<file path="src/rtl/rns_fwd_conv.sv">
// Forward RNS converter: binary X -> residues mod {255, 256, 257, 511}, one byte per cycle, MSB first.
// Optional macro RNS_SIGNED_EN treats X as two's complement and corrects the final residues.
//
// state  | meaning
// IDLE   | waiting for an operand, IN_READY=1
// CONV   | consuming one byte per cycle through the Horner accumulators
// DONE   | result held on R1..R4 with OUT_VALID=1 until OUT_READY
module rns_fwd_conv #(
    parameter int DATA_W = 32
) (
    input  logic              CLK,
    input  logic              RST,
    input  logic [DATA_W-1:0] X,
    input  logic              IN_VALID,
    output logic              IN_READY,
    output logic [7:0]        R1,
    output logic [7:0]        R2,
    output logic [8:0]        R3,
    output logic [8:0]        R4,
    output logic              OUT_VALID,
    input  logic              OUT_READY
);
    localparam int NB    = DATA_W / 8;
    localparam int CNT_W = $clog2(NB + 1);

    typedef enum logic [1:0] {S_IDLE, S_CONV, S_DONE} state_t;

    state_t            state_q, state_d;
    logic [DATA_W-1:0] shift_q, shift_d;
    logic [CNT_W-1:0]  cnt_q, cnt_d;
    logic [7:0]        a255_q, a255_d;
    logic [7:0]        a256_q, a256_d;
    logic [8:0]        a257_q, a257_d;
    logic [8:0]        a511_q, a511_d;
    logic [7:0]        r1_q, r1_d;
    logic [7:0]        r2_q, r2_d;
    logic [8:0]        r3_q, r3_d;
    logic [8:0]        r4_q, r4_d;

    logic [7:0]        b;
    logic [9:0]        s255, e255, d257, s511, e511;
    logic [7:0]        n255;
    logic [8:0]        n257, n511;
    logic [7:0]        f255;
    logic [8:0]        f257, f511;

    // 256 = 1 (mod 255), -1 (mod 257), and rotl9 by 8 (mod 511)
    always_comb begin
        b    = shift_q[DATA_W-1 -: 8];
        s255 = {2'b00, a255_q} + {2'b00, b};
        e255 = {2'b00, s255[7:0]} + {8'd0, s255[9:8]};
        n255 = (e255 == 10'd255) ? 8'd0 : e255[7:0];
        d257 = {2'b00, b} + 10'd257 - {1'b0, a257_q};
        if (d257 >= 10'd257) begin
            d257 = d257 - 10'd257;
        end
        n257 = d257[8:0];
        s511 = {1'b0, a511_q[0], a511_q[8:1]} + {2'b00, b};
        e511 = {1'b0, s511[8:0]} + {9'd0, s511[9]};
        n511 = (e511 == 10'd511) ? 9'd0 : e511[8:0];
    end

`ifdef RNS_SIGNED_EN
    function automatic int pow2_mod(input int w, input int m);
        int r;
        r = 1;
        for (int i = 0; i < w; i++) begin
            r = (r * 2) % m;
        end
        return r;
    endfunction

    localparam int C255 = pow2_mod(DATA_W, 255);
    localparam int C257 = pow2_mod(DATA_W, 257);
    localparam int C511 = pow2_mod(DATA_W, 511);

    logic       sign_q, sign_d;
    logic [9:0] t255, t257, t511;

    always_comb begin
        sign_d = sign_q;
        if (state_q == S_IDLE && IN_VALID) begin
            sign_d = X[DATA_W-1];
        end
        t255 = {2'b00, n255} + 10'd255 - 10'(C255);
        if (t255 >= 10'd255) t255 = t255 - 10'd255;
        t257 = {1'b0, n257} + 10'd257 - 10'(C257);
        if (t257 >= 10'd257) t257 = t257 - 10'd257;
        t511 = {1'b0, n511} + 10'd511 - 10'(C511);
        if (t511 >= 10'd511) t511 = t511 - 10'd511;
        f255 = n255;
        f257 = n257;
        f511 = n511;
        // 2^DATA_W is a multiple of 256, so R2 never needs correcting
        if (sign_q) begin
            f255 = t255[7:0];
            f257 = t257[8:0];
            f511 = t511[8:0];
        end
    end

    always_ff @(posedge CLK or posedge RST) begin
        if (RST) sign_q <= 1'b0;
        else     sign_q <= sign_d;
    end
`else
    always_comb begin
        f255 = n255;
        f257 = n257;
        f511 = n511;
    end
`endif

    always_comb begin
        state_d = state_q;
        shift_d = shift_q;
        cnt_d   = cnt_q;
        a255_d  = a255_q;
        a256_d  = a256_q;
        a257_d  = a257_q;
        a511_d  = a511_q;
        r1_d    = r1_q;
        r2_d    = r2_q;
        r3_d    = r3_q;
        r4_d    = r4_q;
        case (state_q)
            S_IDLE: begin
                if (IN_VALID) begin
                    shift_d = X;
                    cnt_d   = '0;
                    a255_d  = '0;
                    a256_d  = '0;
                    a257_d  = '0;
                    a511_d  = '0;
                    state_d = S_CONV;
                end
            end
            S_CONV: begin
                shift_d = shift_q << 8;
                cnt_d   = cnt_q + CNT_W'(1);
                a255_d  = n255;
                a256_d  = b;
                a257_d  = n257;
                a511_d  = n511;
                if (cnt_q == CNT_W'(NB - 1)) begin
                    r1_d    = f255;
                    r2_d    = b;
                    r3_d    = f257;
                    r4_d    = f511;
                    state_d = S_DONE;
                end
            end
            S_DONE: begin
                if (OUT_READY) state_d = S_IDLE;
            end
            default: state_d = S_IDLE;
        endcase
    end

    always_ff @(posedge CLK or posedge RST) begin
        if (RST) begin
            state_q <= S_IDLE;
            shift_q <= '0;
            cnt_q   <= '0;
            a255_q  <= '0;
            a256_q  <= '0;
            a257_q  <= '0;
            a511_q  <= '0;
            r1_q    <= '0;
            r2_q    <= '0;
            r3_q    <= '0;
            r4_q    <= '0;
        end else begin
            state_q <= state_d;
            shift_q <= shift_d;
            cnt_q   <= cnt_d;
            a255_q  <= a255_d;
            a256_q  <= a256_d;
            a257_q  <= a257_d;
            a511_q  <= a511_d;
            r1_q    <= r1_d;
            r2_q    <= r2_d;
            r3_q    <= r3_d;
            r4_q    <= r4_d;
        end
    end

    assign IN_READY  = (state_q == S_IDLE);
    assign OUT_VALID = (state_q == S_DONE);
    assign R1 = r1_q;
    assign R2 = r2_q;
    assign R3 = r3_q;
    assign R4 = r4_q;

endmodule
</file>
<file path="config.mk">
export PLATFORM = sky130hd
export DESIGN_NAME = rns_fwd_conv
export DESIGN_NICKNAME = d
export VERILOG_FILES = /design/src/rtl/rns_fwd_conv.sv
export SDC_FILE = /design/constraint.sdc
export NUM_CORES = 1
export LEC_CHECK = 0
export BUFFER_PORTS_ARGS = -buffer_cell sky130_fd_sc_hd__buf_2
export CAP_MARGIN = 40
export CORE_MARGIN = 1.5
export CORE_UTILIZATION = 45
export DETAILED_ROUTE_END_ITERATION = 6
export PLACE_DENSITY = 0.61
export SETUP_SLACK_MARGIN = 0.4
export SYNTH_ARGS = -nofsm -noshare
export SYNTH_HDL_FRONTEND = slang
export SYNTH_SLANG_ARGS = --single-unit
</file>
<file path="constraint.sdc">
create_clock -name CLK -period 6.6 [get_ports CLK]
set_input_delay 1.65 -clock CLK [delete_from_list [all_inputs] [get_ports CLK]]
set_output_delay 1.65 -clock CLK [all_outputs]
set_load 0.05 [all_outputs]
</file>
==> flow_summary.ini <==
[run_status]
status = finished, final reports clean

[drt]
detailroute.via_count = 4763
detail_route.wl_per_cell_um = 16.9
remaining_drc_errors = 0
first_pass_iters = 4
viasPerCell = 5.51
drtIter0Drc = 241
final_antenna_net_count = 0
finalWirelength_mm = 14.6

[global_route]
global_route.overflow_total = 0
vias_in_the_first_global_route = 4684
grt_antenna_before_repair = 0
grt_first_pass_wirelength_mm = 23.7
globalRouteTotalUtil_pct = 22.9
pin_count_of_the_biggest_net_entering_global_routing = 59

[place]
gp_congestion = 0.829
place_inst = 851
postPlaceCellArea_um2 = 6380
place.detailed.hpwl_mm = 10.3
number_of_buffer_cells_added_on_primary_ports = 71

[yosys]
yosys-top-cells-area = sky130_fd_sc_hd__dfrtp_1, sky130_fd_sc_hd__ha_1, sky130_fd_sc_hd__nand2_1, sky130_fd_sc_hd__o21ai_0, sky130_fd_sc_hd__nor2b_1
ys_ff_latch = 97
number_of_distinct_standard_cells_referenced_by_the_synthesized_netlist = 61
syn-mean-instance-area_um2 = 9.26
netlist_area_um2 = 5830
synth-warning-count = 0
synth_sequential_area_ratio_pct = 41.6
synth-edff-count = 0
synth_top_cell_by_area = sky130_fd_sc_hd__dfrtp_1
synth_fp_nets = 709
synth_top_area_share_pct = 41.6
asr_flop_ratio_synth_pct = 100
synth_flop_type = sky130_fd_sc_hd__dfrtp_1
postSynthCellCount = 630

[floorplan]
die_h_um = 117
initial_standard_cell_utilization_of_the_core_pct = 46.2
die_area_um2 = 13700
placement_rows = 41
io-pin-count = 72
design.core.area_um2 = 12600
fp.dieW_um = 117

[timing]
finalSetupViolations = 0
count_of_pins_over_their_slew_limit = 0
timing.final.crit_period_ns = 3.94
fin_crit_sh_pct = 59.7
setup_repair_after_global_routing_missed_its_margin = no
timing.slew.headroom_pct = 46.7
achievable-frequency_ghz = 0.254
tightestPinTransition_ns = 0.800
totalNegativeSetupSlack_ns = 0
hold_viol = 0
worst_clock_skew_ns = 0.00553

[cts]
h_tree_depth = 3
cts_resized = 0
worstSkewPairLatency_ns = 0.35
cts.sink_count = 97
cts.root.buffer_cell = sky130_fd_sc_hd__clkbuf_16
cts_tree = done
cts-buffers-inserted = 9
post_cts_setup_driven_buffer_insertion_count = 0
hold_buffers = 0
clock_path_buffers = 2
clk_pin_slew_worst_paths_ns = 0.07

[cells_and_area]
layout.filler_cells = 1186
area.growth.synth_to_final_pct = 13.7
final_core_utilization_pct = 52.6
num_antenna_cells = 0
layout.cell_area.non_filler_um2 = 6630
final_cell_mix = sky130_fd_sc_hd__dfrtp_1, sky130_fd_sc_hd__nand2_1, sky130_fd_sc_hd__buf_2
most_common_library_cell_in_the_layout_ignoring_fill_and_taps = sky130_fd_sc_hd__dfrtp_1
final_cells = 865
layout-drive-gt1-share_pct = 16.3
num-nets-final = 769

[worst_setup_path]
cp_max_fo = 12
endpoint_kind = flip-flop
timing.critical_path.from_type = flip-flop
worstPathArrival_ns = 4.14
worstPathRequired_ns = 6.80
setup.worst_path.class = reg2reg

[worst_hold_path]
worst_hold_path_type = reg2reg

[job]
cap_viol_max_count = 0
-- layer usage --
metal / vias up / track usage (%) / share of wire, %
li1: 2375 / - / -
met3: 29 / 3.04 / 3.1
met4: 0 / 10.2 / 3.0
met2: 76 / 36.8 / 47
met1: 2283 / 31.0 / 47
met5: - / 0 / 0
-- synthesized netlist by cell type (9+ instances only) --
master / number
sky130_fd_sc_hd__nor2b_1: 35
sky130_fd_sc_hd__o21ai_1: 15
sky130_fd_sc_hd__nor2_1: 17
sky130_fd_sc_hd__a22oi_1: 24
sky130_fd_sc_hd__a21oi_1: 39
sky130_fd_sc_hd__a21o_1: 9
sky130_fd_sc_hd__dfrtp_1: 97
sky130_fd_sc_hd__xor2_1: 12
sky130_fd_sc_hd__clkbuf_1: 28
sky130_fd_sc_hd__xnor2_1: 18
sky130_fd_sc_hd__o31ai_1: 16
sky130_fd_sc_hd__nand2_1: 95
sky130_fd_sc_hd__inv_1: 23
sky130_fd_sc_hd__o21ai_0: 65
sky130_fd_sc_hd__ha_1: 40
-- critical path, stage by stage (launching register included) --
cell and delay [ns]:
sky130_fd_sc_hd__dfrtp_1 0.46, sky130_fd_sc_hd__ha_1 0.40, sky130_fd_sc_hd__and3_1 0.23, sky130_fd_sc_hd__a22oi_1 0.27
sky130_fd_sc_hd__a21oi_1 0.15, sky130_fd_sc_hd__a21oi_1 0.17, sky130_fd_sc_hd__nor2b_1 0.07, sky130_fd_sc_hd__ha_1 0.21
sky130_fd_sc_hd__ha_1 0.21, sky130_fd_sc_hd__o211ai_1 0.11, sky130_fd_sc_hd__and4b_1 0.27, sky130_fd_sc_hd__o31ai_1 0.24
sky130_fd_sc_hd__o2111ai_1 0.16, sky130_fd_sc_hd__nor2b_1 0.63, sky130_fd_sc_hd__o21ai_0 0.21
-- state kept, by name (all words and copies together) (netlist names) --
name	count
shift_q	32
R3	9
R4	9
a257_q	9
a511_q	9
R1	8
R2	8
a255_q	8
cnt_q	3
state_q	2
-- cell type report --
class	count	area (µm²)	share of cell area, %
tap	172	215	3.24
timing repair buffer	79	432	6.51
multi-input combinational	480	3220	48.5
clock buffer	11	233	3.51
clock inverter	3	20.0	0.302
sequential	97	2430	36.6
inverter	23	88.8	1.34
-- logic make-up after synthesis --
family	count (synthesis)	synth area share (%)
AO/OA/AOI/OAI	212	23.8
AND/OR/NAND/NOR	191	16.2
flip-flops	97	41.6
buffers and inverters	53	3.43
adder cells (fa/ha/maj)	43	9.61
XOR/XNOR	31	4.78
multiplexers	3	0.536
-- path summary, 6_finish.rpt --
path | from | endpoint | slack (ns) | cells past startpoint
hold / removal | R4[7] | R4[7] | 0.47 | 2
setup reg to reg | shift_q[26] | R4[0] | 2.66 | 14
min in group asynchronous | RST | a257_q[8] | 1.32 | 2
hold reg to reg | R4[7] | R4[7] | 0.47 | 2
setup / recovery | shift_q[26] | R4[0] | 2.66 | 14
max in group asynchronous | RST | R1[3] | 4.15 | 3
-- stage by stage --
step	hold slack, ns	setup WS, ns
2_1_floorplan	0.450	2.42
3_3_place_gp	0.456	2.75
3_5_place_dp	0.462	2.68
4_1_cts	0.478	2.67
5_1_grt	0.501	2.33
6_report	0.470	2.66
Power is left out: the tool's default activity adds up to more than one toggle a clock period on the data nets, which glitch-free logic cannot reach.
